`src/rtl/dfr_reservoir_param.sv`:
```
// Delay-feedback reservoir: input plus scaled tail feedback, tent or linear nonlinearity, N-deep node line.
// IDLE: wait for din | NONLIN: apply f(sum) | SHIFT: push nl into node line, pulse dout_valid
module dfr_reservoir_param #(
  parameter int NUM_VIRTUAL_NODES = 10,
  parameter int DATA_WIDTH        = 16,
  parameter int INPUT_SHIFT       = 0,
  parameter int FEEDBACK_SHIFT    = 1,
  parameter int KNEE              = 2**(DATA_WIDTH-2)
) (
  input  logic                                 clk,
  input  logic                                 rst,
  input  logic                                 clr,
  input  logic                                 mode,
  input  logic [DATA_WIDTH-1:0]                din,
  input  logic                                 din_valid,
  output logic                                 din_ready,
  output logic [DATA_WIDTH-1:0]                dout,
  output logic                                 dout_valid,
  output logic                                 frame_done,
  input  logic [$clog2(NUM_VIRTUAL_NODES)-1:0] node_sel,
  output logic [DATA_WIDTH-1:0]                node_dout
);

  localparam int N     = NUM_VIRTUAL_NODES;
  localparam int DW    = DATA_WIDTH;
  localparam int SEL_W = $clog2(NUM_VIRTUAL_NODES);
  localparam logic [DW:0]      KNEE_X  = (DW+1)'(KNEE);
  localparam logic [DW:0]      KNEE2_X = (DW+1)'(2*KNEE);
  localparam logic [SEL_W-1:0] LAST    = SEL_W'(N-1);

  typedef enum logic [1:0] {IDLE, NONLIN, SHIFT} state_t;

  state_t          state, state_d;
  logic            accept, do_nl, do_shift;
  logic [DW-1:0]   nodes [N];
  logic [DW-1:0]   sum, nl, sum_d, nl_d;
  logic            mode_q;
  logic [SEL_W-1:0] cnt;
  logic [DW:0]     sum_raw, sum_x;

  always_comb begin
    state_d   = state;
    din_ready = 1'b0;
    accept    = 1'b0;
    do_nl     = 1'b0;
    do_shift  = 1'b0;
    case (state)
      IDLE: begin
        din_ready = 1'b1;
        if (din_valid) begin
          accept  = 1'b1;
          state_d = NONLIN;
        end
      end
      NONLIN: begin
        do_nl   = 1'b1;
        state_d = SHIFT;
      end
      SHIFT: begin
        do_shift = 1'b1;
        state_d  = IDLE;
      end
      default: state_d = IDLE;
    endcase
    // clear wins over everything, including a sample offered in the same cycle
    if (clr) begin
      state_d   = IDLE;
      din_ready = 1'b0;
      accept    = 1'b0;
      do_nl     = 1'b0;
      do_shift  = 1'b0;
    end
  end

  always_ff @(posedge clk) begin
    if (!rst) state <= IDLE;
    else      state <= state_d;
  end

  always_comb begin
    sum_raw = {1'b0, din >> INPUT_SHIFT} + {1'b0, nodes[N-1] >> FEEDBACK_SHIFT};
    sum_d   = sum_raw[DW] ? '1 : sum_raw[DW-1:0];
  end

  always_comb begin
    sum_x = {1'b0, sum};
    nl_d  = '0;
    if (mode_q || (sum_x < KNEE_X)) nl_d = sum;
    else if (sum_x < KNEE2_X)        nl_d = DW'(KNEE2_X - sum_x);
  end

  always_ff @(posedge clk) begin
    if (!rst || clr) begin
      for (int k = 0; k < N; k++) nodes[k] <= '0;
      sum        <= '0;
      nl         <= '0;
      mode_q     <= 1'b0;
      cnt        <= '0;
      dout_valid <= 1'b0;
      frame_done <= 1'b0;
    end else begin
      dout_valid <= do_shift;
      frame_done <= do_shift && (cnt == LAST);
      if (accept) begin
        sum    <= sum_d;
        mode_q <= mode;
      end
      if (do_nl) nl <= nl_d;
      if (do_shift) begin
        for (int k = N-1; k > 0; k--) nodes[k] <= nodes[k-1];
        nodes[0] <= nl;
        cnt      <= (cnt == LAST) ? '0 : cnt + 1'b1;
      end
    end
  end

  assign dout = nodes[0];

  always_comb begin
    node_dout = '0;
    if (32'(node_sel) < N) node_dout = nodes[node_sel];
  end

endmodule

```
`config.mk`:
```
export PLATFORM = sky130hd
export DESIGN_NAME = dfr_reservoir_param
export DESIGN_NICKNAME = d
export VERILOG_FILES = /design/src/rtl/dfr_reservoir_param.sv
export SDC_FILE = /design/constraint.sdc
export NUM_CORES = 1
export LEC_CHECK = 0
export CORE_MARGIN = 2
export CORE_UTILIZATION = 60
export DETAILED_ROUTE_END_ITERATION = 16
export GPL_TIMING_DRIVEN = 1
export PLACE_DENSITY = 0.8
export SYNTH_ARGS = -nofsm -noshare
export SYNTH_HDL_FRONTEND = slang
export SYNTH_SLANG_ARGS = --single-unit
export TNS_END_PERCENT = 50
```
`constraint.sdc`:
```
create_clock -name clk -period 10.08 [get_ports clk]
set_clock_uncertainty 0.2 [all_clocks]
set_input_delay 3.024 -clock clk [delete_from_list [all_inputs] [get_ports clk]]
set_output_delay 3.024 -clock clk [all_outputs]
set_load 0.005 [all_outputs]
```
; ---- Yosys cells after proc, flatten, opt, wreduce, memory -nomap -nowiden
; Memories as Yosys holds them, arrays and structs flattened.
; Index checks and enable logic that the tools add are counted.
; Widths: inputs -> output; s select.
[classes]
n_bitwise = 11
n_addsub = 3
magnitude_cmp = 3
eq_ne = 4
muxes = 31
n_reduce_logical = 6
[ops]
columns = cell, count
row1 = $mux 16, 14
row2 = $add 16x15->17, 1
row3 = $lt 16x15->1 const B, 1
row4 = $lt 16x16->1 const B, 1
row5 = $sub 16x16->16 const A, 1
row6 = $mux 1, 14
row7 = $or 1x1->1, 10
row8 = $add 4x1->4 const B, 1
row9 = $eq 4x4->1 const B, 1
row10 = $lt 4x4->1 const B, 1
row11 = $mux 4, 1
row12 = $pmux 2 s2, 1
row13 = $eq 2x1->1 const B, 1
row14 = $eq 2x2->1 const B, 1
row15 = $logic_not 2->1, 1
row16 = $logic_or 1x1->1, 2
row17 = $mux 2, 1
row18 = $ne 2x2->1 const B, 1
row19 = $reduce_or 2->1, 1
row20 = $logic_and 1x1->1, 1
row21 = $logic_not 1->1, 1
row22 = $not 1->1, 1
[word_totals]
mem_count = 1
ram_bits = 160
out_inout_bits = 35
regBits = 41
[mem_list]
columns = name, depth, word_bits, rd, rd_ports_with_merged_regs, write_ports, line_no
row1 = nodes, 10, 16, 11, 0, 10, 35  ; logic [DW-1:0] nodes [N];

; ---- Logic depth before layout (Yosys ltp)
; Gate-level depths: netlist (run 1).
[logic_depth]
depth_word = 7
mapped_depth = 9

; ---- Least setup slack after synthesis (run 1)
; OpenSTA, ideal clock, no wires.
[synth_path]
kind = input-to-reg
from = input port rst
to = memory nodes[0][0] in the netlist's numbering, enable pin
setup_slack_ps = 2091
path_stages = 4
arrival_time_ps = 6463
setup_ps = 1326
n_path_buf = 2
cell_sequence = clkbuf_1 > nor2b_1 > clkbuf_1 > nand2_1
[synth_lines]
columns = element, line_no
row1 = "start, declared", 11  ; input logic rst,
row2 = "end, declared", 35

; ---- Worst setup path after layout (run 1)
[layout_path]
from = input port node_sel[3]
to = output port node_dout[7]
[layout_between]
elab_chain_len = 2
[layout_rtl]
columns = element, line_no
row1 = "start, declared", 20  ; input logic [$clog2(NUM_VIRTUAL_NODES)-1:0] node_sel,
row2 = $mem_v2 10x16 or $lt 4x4->1 (tied branches), -
row3 = $mux 16 *, 121  ; if (32'(node_sel) < N) node_dout = nodes[node_sel];
row4 = "end, declared", 21  ; output logic [DATA_WIDTH-1:0] node_dout
; Every way passes the cells marked *; elsewhere a longest branch is shown, timed or not.

==> impl_metrics.yaml, run 1 <==
sta:
  slew_headroom: 0.181
  post-route-min-period_ps: 8700
  worst_slew_pin_slew_ps: 1230
  rsz0062_at_grt: "false"
  timing.final.crit_share: 0.863
  hold_viol: 0
  drv_slew: 0
  setup_viol_count_final: 0
  tns_ps: 0
  clock.fmax_mhz: 115
clocking:
  htree_levels: 1
  path_clk_slew_ps: 60
  postCtsHoldBufs: 0
  clkLatencyLatePin_ps: 490
  cts_resized: 0
  clockBufferDepth: 3
  clock_sinks: 201
  post_cts_buffers: 0
  cts_tree: "done"
  cts_buffers: 21
  root_buffer: "clkbuf_16"
yosys:
  yosysSeqAreaShare: 0.574
  synth_edf_count: 160
  avgSynthCellArea_sq_um: 12.5
  synth_seq_cells: 201
  syn_nets: 825
  netlist_area_sq_um: 9810
  ys_top_cells_by_area: "edfxtp_1, and3_1, dfxtp_1"
  async_flop_share: 0
  synthTopCellsByCount: "and3_1, edfxtp_1, clkbuf_1"
  ys_warn_count: 0
  yosys.area.top_type: "edfxtp_1"
  synthCells: 783
  synth_flop_cell: "edfxtp_1"
  synth.distinct_cells: 65
  synth_top_area_frac: 0.490
placement:
  gp_congestion: 0.912
  hpwl_microns: 14200
  portBuffers: 59
  dpl_cell_area_sq_um: 10500
  numPlacedInstances: 1006
finish:
  nNetsFinal: 855
  antennaDiodeCount: 0
  syn_to_final_growth_pct: 13.8
  fillers: 1114
  drive_above_1_share: 0.149
  finalNonFillerCells: 1042
  final_cell_area_sq_um: 11200
setup_path:
  crit_fanout: 33
  crit_path_start_kind: "input pin"
  startpoint: "node_sel[3]"
  rr_startpoint: "nodes[9][1]$_SDFFCE_PN0P_"
  worstPathArrival_ps: 5470
  end_kind: "output port"
  path_class: "input pin to output port"
  required_ps: 6860
  r2r_slack_ps: 6940
detailed_routing:
  drc_errors: 0
  drt-vias-per-instance: 6.43
  vias: 6703
  post_drt_wl_per_cell_microns: 21.6
  drtPass1Iterations: 5
  routed_wl_microns: 22500
  antenna_left: 0
  dr.first_iter.drc_count: 875
global_routing:
  grt_pass1_vias: 6468
  grt_antenna_before_repair: 0
  grt_max_degree: 160
  grt_first_pass_wirelength_microns: 35700
  grt_remaining_overflow: 0
  track_usage: 0.257
outcome:
  status: "completed"
floorplanning:
  initial_core_util: 0.615
  ios: 60
  fp.dieArea_sq_um: 17400
  coreArea_sq_um: 15900
  rows: 46
  die_w_microns: 132
  fp.dieH_microns: 132
job:
  cap_violations: 0
power_and_ir_drop:
  power_density_nw_per_um2: 169
  vdd_drop_max_v: 0.000146
  p_leak_nw: 4.68
hold_path:
  hp-class: "flip-flop to flip-flop"
  min_from: "nl[7]$_SDFFE_PP0P_"
metrics by stage:
step | utilization | hold slack [ps] | total power, W | worst slack, ps
floorplan | - | 217 | 0.00108 | 2090
global placement | 0.658 | 231 | 0.00113 | 1430
detailed placement | 0.658 | 240 | 0.00114 | 1420
CTS | 0.700 | 250 | 0.00189 | 1410
global route | 0.700 | 277 | 0.00194 | 1250
finish | 0.700 | 246 | 0.00189 | 1380
final cells by class:
type                    instances  area, sq um  share of cell area
inverters                      14         52.6             0.00471
repair buffers                 68          663              0.0594
flip-flops and latches        201         5630               0.504
well taps                     216          270              0.0242
clock buffers                  26          564              0.0506
clock inverters                10          103             0.00919
multi-input cells             507         3880               0.348
layout by cell type (no fill, tap or decap), types with 3 or more instances in the layout:
master,count
a211oi_1,3
a21o_1,5
a21oi_1,36
a21oi_2,11
a221oi_1,20
a22oi_1,7
a31oi_1,3
and3_1,160
buf_4,9
clkbuf_1,3
clkbuf_16,21
clkdlybuf4s50_1,57
clkinv_1,3
clkinv_2,4
dfxtp_1,41
edfxtp_1,160
ha_1,16
inv_1,14
mux2_2,16
mux4_2,32
nand2_1,41
nand2b_1,3
nand3_1,9
nor2_1,35
nor3_1,3
o211ai_1,4
o21ai_0,31
o21ai_1,4
xnor2_1,13
xor2_1,12
kinds of logic after synthesis:
group | count (synthesis) | share of synthesized area
AO/OA/AOI/OAI | 141 | 0.0987
XOR/XNOR | 25 | 0.0223
adder cells (fa/ha/maj) | 17 | 0.0225
buffers and inverters | 75 | 0.0315
flip-flops | 201 | 0.574
multiplexers | 48 | 0.0918
AND/OR/NAND/NOR | 276 | 0.160
report_power, final:
| group | switching (W) | internal [W] |
|---|---|---|
| Sequential | 0.0000250 | 0.000925 |
| Clock | 0.000312 | 0.000448 |
| Combinational | 0.0000980 | 0.0000776 |
sequential cells by signal, summed over array words and instances, names as in the netlist:
signal and cells:
nodes 160, nl 16, sum 16, cnt 4, state 2, dout_valid 1, frame_done 1, mode_q 1
path summary, 6_finish.rpt:
check,endpoint,depth (start not counted)
hold / removal,nl[7]$_SDFFE_PP0P_,2
setup / recovery,node_dout[7],8
setup reg to reg,sum[0]$_SDFFE_PP0P_,8
hold reg to reg,nl[7]$_SDFFE_PP0P_,2
per-layer routing:
| metal | wire length (microns) | GRT usage | up-vias |
|---|---|---|---|
| li1 | - | - | 3067 |
| met1 | 9880 | 0.379 | 3334 |
| met2 | 10600 | 0.399 | 264 |
| met3 | 1400 | 0.0446 | 38 |
| met4 | 628 | 0.0719 | 0 |
| met5 | 0 | 0 | - |
worst max-delay path, stage by stage:
cell,delay (ps)
clkdlybuf4s50_1,460
inv_1,40
buf_4,240
nor2_1,450
buf_4,290
a221oi_1,100
a21oi_1,290
clkdlybuf4s50_1,560
No activity file was read; power rests on OpenSTA's default activity.
==> run 2, diff against run 1 <==
--- a/config.mk
+++ b/config.mk
@@ -6,4 +6,5 @@
 export NUM_CORES = 1
 export LEC_CHECK = 0
+export CAP_MARGIN = 15
 export CORE_MARGIN = 2
 export CORE_UTILIZATION = 60
--- a/constraint.sdc
+++ b/constraint.sdc
@@ -3,3 +3,3 @@
 set_input_delay 3.024 -clock clk [delete_from_list [all_inputs] [get_ports clk]]
 set_output_delay 3.024 -clock clk [all_outputs]
-set_load 0.005 [all_outputs]
+set_load 0.1 [all_outputs]
==> impl_metrics.yaml, run 2 (synthesized netlist as in run 1, its figures left out) <==
clocking:
  path_clk_slew_ps: 60
  clockBufferDepth: 3
  cts_resized: 0
  cts_tree: "done"
  clkLatencyLatePin_ps: 500
  postCtsHoldBufs: 0
  post_cts_buffers: 0
  htree_levels: 1
  clock_sinks: 201
  cts_buffers: 21
  root_buffer: "clkbuf_16"
power_and_ir_drop:
  intPower_w: 0.00148
  pwr-share-clk: 0.401
  comb_power_share: 0.120
  vdd_drop_max_v: 0.000163
  p_sw_frac: 0.251
  power_frac_seq: 0.479
  p_leak_nw: 4.75
  power_density_nw_per_um2: 177
  switchingPower_w: 0.000498
finish:
  final_cell_mix: "and3_1, edfxtp_1, nand2_1, dfxtp_1, clkdlybuf4s50_1"
  drive_above_1_share: 0.176
  syn_to_final_growth_pct: 14.5
  reg_top3: "nodes: 160 flops, nl: 16 flops, sum: 16 flops"
  largest_register_ffs: 160
  regArea_sq_um: 5630
  nNetsFinal: 858
  antennaDiodeCount: 0
  multiInputGateArea_sq_um: 3880
  fillers: 1070
  largest-register: "nodes"
detailed_routing:
  antenna_left: 0
  post_drt_wl_per_cell_microns: 21.6
  drtPass1Iterations: 5
  dr.first_iter.drc_count: 798
  vias: 6728
  drt-vias-per-instance: 6.43
  drc_errors: 0
  routed_wl_microns: 22600
sta:
  rsz0062_at_grt: "false"
  timing.final.crit_share: 0.850
  drv_slew: 0
  post-route-min-period_ps: 8570
  clock.fmax_mhz: 117
  hold_viol: 0
  setup_viol_count_final: 0
  worst_slew_pin_slew_ps: 1050
  slew_headroom: 0.297
  setup_slack_ps: 1510
  tns_ps: 0
floorplanning:
  rows: 46
  die_w_microns: 132
  fp.dieH_microns: 132
  initial_core_util: 0.615
  coreArea_sq_um: 15900
  fp.dieArea_sq_um: 17400
  ios: 60
hold_path:
  hp-class: "flip-flop to flip-flop"
  min_from: "nl[7]$_SDFFE_PP0P_"
setup_path:
  required_ps: 6860
  path_class: "input pin to output port"
  end_kind: "output port"
  rr_startpoint: "nodes[9][1]$_SDFFCE_PN0P_"
  worstPathArrival_ps: 5340
  crit_fanout: 25
  crit_path_start_kind: "input pin"
  startpoint: "node_sel[1]"
job:
  cap_violations: 0
global_routing:
  grt_antenna_before_repair: 0
  grt_pass1_vias: 6474
  track_usage: 0.256
  grt_remaining_overflow: 0
  grt_max_degree: 164
  grt_first_pass_wirelength_microns: 35500
placement:
  pre_cts_slack_ps: 1550
  portBuffers: 59
  gp_congestion: 0.936
  hpwl_microns: 14000
outcome:
  status: "completed"
## run 2: cell types whose count changed in the layout (fill, tap and decap cells not counted)
cell	change
buf_4	+17
clkdlybuf4s50_1	-16
buf_16	+2
clkinv_1	-2
clkinv_4	+2
bufinv_16	+1
clkbuf_1	-1
clkbuf_8	+1
clkinvlp_4	+1
inv_8	-1
## run 2: power groups by stage
stage               Clock [W]  Sequential (W)  Combinational (W)
finish               0.000795        0.000950           0.000237
global route         0.000835        0.000952           0.000251
floorplan                   0        0.000978           0.000159
CTS                  0.000805        0.000949           0.000234
detailed placement          0        0.000965           0.000233
global placement            0        0.000964           0.000229
## run 2: through the flow
| stage | std cells | power [W] | cell area (sq um) | hold WS (ps) | utilization |
|---|---|---|---|---|---|
| floorplan | 783 | 0.00114 | 9810 | 217 | - |
| global placement | 1007 | 0.00119 | 10500 | 230 | 0.656 |
| detailed placement | 1007 | 0.00120 | 10500 | 242 | 0.656 |
| CTS | 1044 | 0.00199 | 11200 | 250 | 0.701 |
| global route | 1046 | 0.00204 | 11200 | 279 | 0.704 |
| finish | 1046 | 0.00198 | 11200 | 249 | 0.704 |
## run 2: area by class of cell
cell class | count | share of cell area
clock buffers | 26 | 0.0511
clock inverters | 11 | 0.0124
inverters | 14 | 0.00468
multi-input cells | 507 | 0.346
flip-flops and latches | 201 | 0.501
well taps | 216 | 0.0241
repair buffers | 71 | 0.0611
## run 2: worst paths after layout
kind                                             to  slack (ps)  cells past startpoint
worst min register to register   nl[7]$_SDFFE_PP0P_         250                      2
worst min-delay path             nl[7]$_SDFFE_PP0P_         250                      2
worst max register to register  sum[1]$_SDFFE_PP0P_        6890                      8
worst max-delay path                  node_dout[10]        1510                      6
## run 2: per-layer routing
| metal | up-vias | wire [microns] | track usage |
|---|---|---|---|
| li1 | 3074 | - | - |
| met1 | 3332 | 9720 | 0.374 |
| met2 | 278 | 10600 | 0.397 |
| met3 | 44 | 1600 | 0.0458 |
| met4 | 0 | 620 | 0.0815 |
| met5 | - | 0 | 0 |
## run 2: critical path, cell delays in order
cell and delay [ps]:
clkdlybuf4s50_1 740, buf_4 440, mux4_2 400, a221oi_1 340
a21oi_1 100, buf_4 270
==> run 3, diff against run 2 <==
Clock period 10.08 ns to 8.5 ns, I/O delays scaled along.
==> impl_metrics.yaml, run 3 (synthesized netlist as in run 1, its figures left out) <==
outcome:
  status: "completed"
setup_path:
  crit_fanout: 16
  critPathSlowestCell: "clkdlybuf4s50_1"
  crit_path_start_kind: "input pin"
  cp_num_buf_inv: 4
  end_kind: "output port"
  path_delay_family: "buffers and inverters"
  path_class: "input pin to output port"
  path_cells: "clkdlybuf4s50_1 -> buf_4 -> nor2_1 -> buf_4 -> a221oi_1 -> a21oi_1 -> buf_12"
  required_ps: 5750
  worstPathArrival_ps: 4680
  slowest_delay_ps: 460
  path_common_cell: "buf_4"
clocking:
  path_clk_slew_ps: 60
  clkLatencyLatePin_ps: 510
  post_cts_buffers: 0
  root_buffer: "clkbuf_16"
  cts_buffers: 22
  cts_resized: 0
  clock_sinks: 201
  clockBufferDepth: 3
  htree_levels: 1
  postCtsHoldBufs: 0
  cts_tree: "done"
sta:
  rsz0062_at_grt: "false"
  clock.fmax_mhz: 135
  slew_headroom: 0.342
  post-route-min-period_ps: 7430
  hold_viol: 0
  worst_slew_pin_slew_ps: 984
  tns_ps: 0
  timing.final.crit_share: 0.874
  setup_viol_count_final: 0
  drv_slew: 0
  setup_slack_ps: 1070
floorplanning:
  initial_core_util: 0.615
  fp.dieH_microns: 132
  fp.dieArea_sq_um: 17400
  coreArea_sq_um: 15900
  rows: 46
  die_w_microns: 132
  ios: 60
finish:
  antennaDiodeCount: 0
  largest-register: "nodes"
  syn_to_final_growth_pct: 17.2
  nNetsFinal: 861
  reg_top3: "nodes: 160 flops, nl: 16 flops, sum: 16 flops"
  largest_register_ffs: 160
  drive_above_1_share: 0.178
  fillers: 1046
  final_cell_mix: "and3_1, edfxtp_1, nand2_1, dfxtp_1, clkdlybuf4s50_1"
  fin_util: 0.721
global_routing:
  grt_pass1_vias: 6614
  grt_first_pass_wirelength_microns: 36700
  track_usage: 0.268
  grt_antenna_before_repair: 0
  grt_max_degree: 162
  grt_remaining_overflow: 0
placement:
  hpwl_microns: 14700
  gp_congestion: 0.914
  pre_cts_slack_ps: 1040
  portBuffers: 59
job:
  cap_violations: 0
detailed_routing:
  routed_wl_microns: 23800
  wl_met1_microns: 9830
  drc_errors: 0
  top_layer: "met4"
  drtPass1Iterations: 5
  dr_wl_met2_microns: 11500
  drt-vias-per-instance: 6.52
  dr.first_iter.drc_count: 905
  dr_wl_met3_microns: 1810
  post_drt_wl_per_cell_microns: 22.6
  antenna_left: 0
  vias: 6855
power_and_ir_drop:
  power_density_nw_per_um2: 210
  p_leak_nw: 4.84
  vdd_drop_max_v: 0.000152
  p_total_w: 0.00242
hold_path:
  hp-class: "flip-flop to flip-flop"
==> run 3: changes by cell type in the layout (fill, tap and decap cells not counted), sizes merged <==
cell / before / now
buf: 30 / 33
clkinv: 7 / 10
clkdlybuf4s50: 41 / 40
==> run 3: power by group <==
| part | switching (W) | internal [W] | leakage, nW |
|---|---|---|---|
| combinational | 0.000196 | 0.000109 | 2.36 |
| clock | 0.000390 | 0.000594 | 0.366 |
| sequential | 0.0000307 | 0.00110 | 2.12 |
==> run 3: worst paths after layout <==
kind                            slack, ps                  end                       from  cells after the start
worst min-delay path                  250  nl[15]$_SDFFE_PP0P_        nl[15]$_SDFFE_PP0P_                      2
worst max register to register       5330  sum[0]$_SDFFE_PP0P_  nodes[9][1]$_SDFFCE_PN0P_                      8
worst min register to register        250  nl[15]$_SDFFE_PP0P_        nl[15]$_SDFFE_PP0P_                      2
worst max-delay path                 1070         node_dout[6]                node_sel[1]                      7
==> run 3: through the flow <==
stage / instance area [sq um] / instances / hold slack (ps)
3_5_place_dp: 10700 / 1008 / 239
2_1_floorplan: 9810 / 783 / 217
3_3_place_gp: 10700 / 1008 / 233
5_1_grt: 11500 / 1051 / 272
4_1_cts: 11400 / 1048 / 254
6_report: 11500 / 1051 / 252
==> run 3: layout make-up <==
cell class,count,area [sq um],area share
clock buffers,26,597,0.0519
inverters,14,52.6,0.00457
flip-flops and latches,201,5630,0.489
multi-input cells,507,3880,0.338
well taps,216,270,0.0235
repair buffers,73,911,0.0793
clock inverters,14,154,0.0134
==> run 3: per-layer routing <==
metal | track usage | up-vias
li1 | - | 3085
met1 | 0.377 | 3418
met2 | 0.427 | 310
met3 | 0.0542 | 42
met4 | 0.0839 | 0
met5 | 0 | -
==> run 3: worst reg2reg max path, stage by stage (launching register included) <==
cell and delay, ps:
edfxtp_1 470, ha_1 280, fa_1 460, a211oi_2 270, nor2_2 90, o221ai_2 230, a21boi_2 100, o21ai_2 710
a221oi_1 190
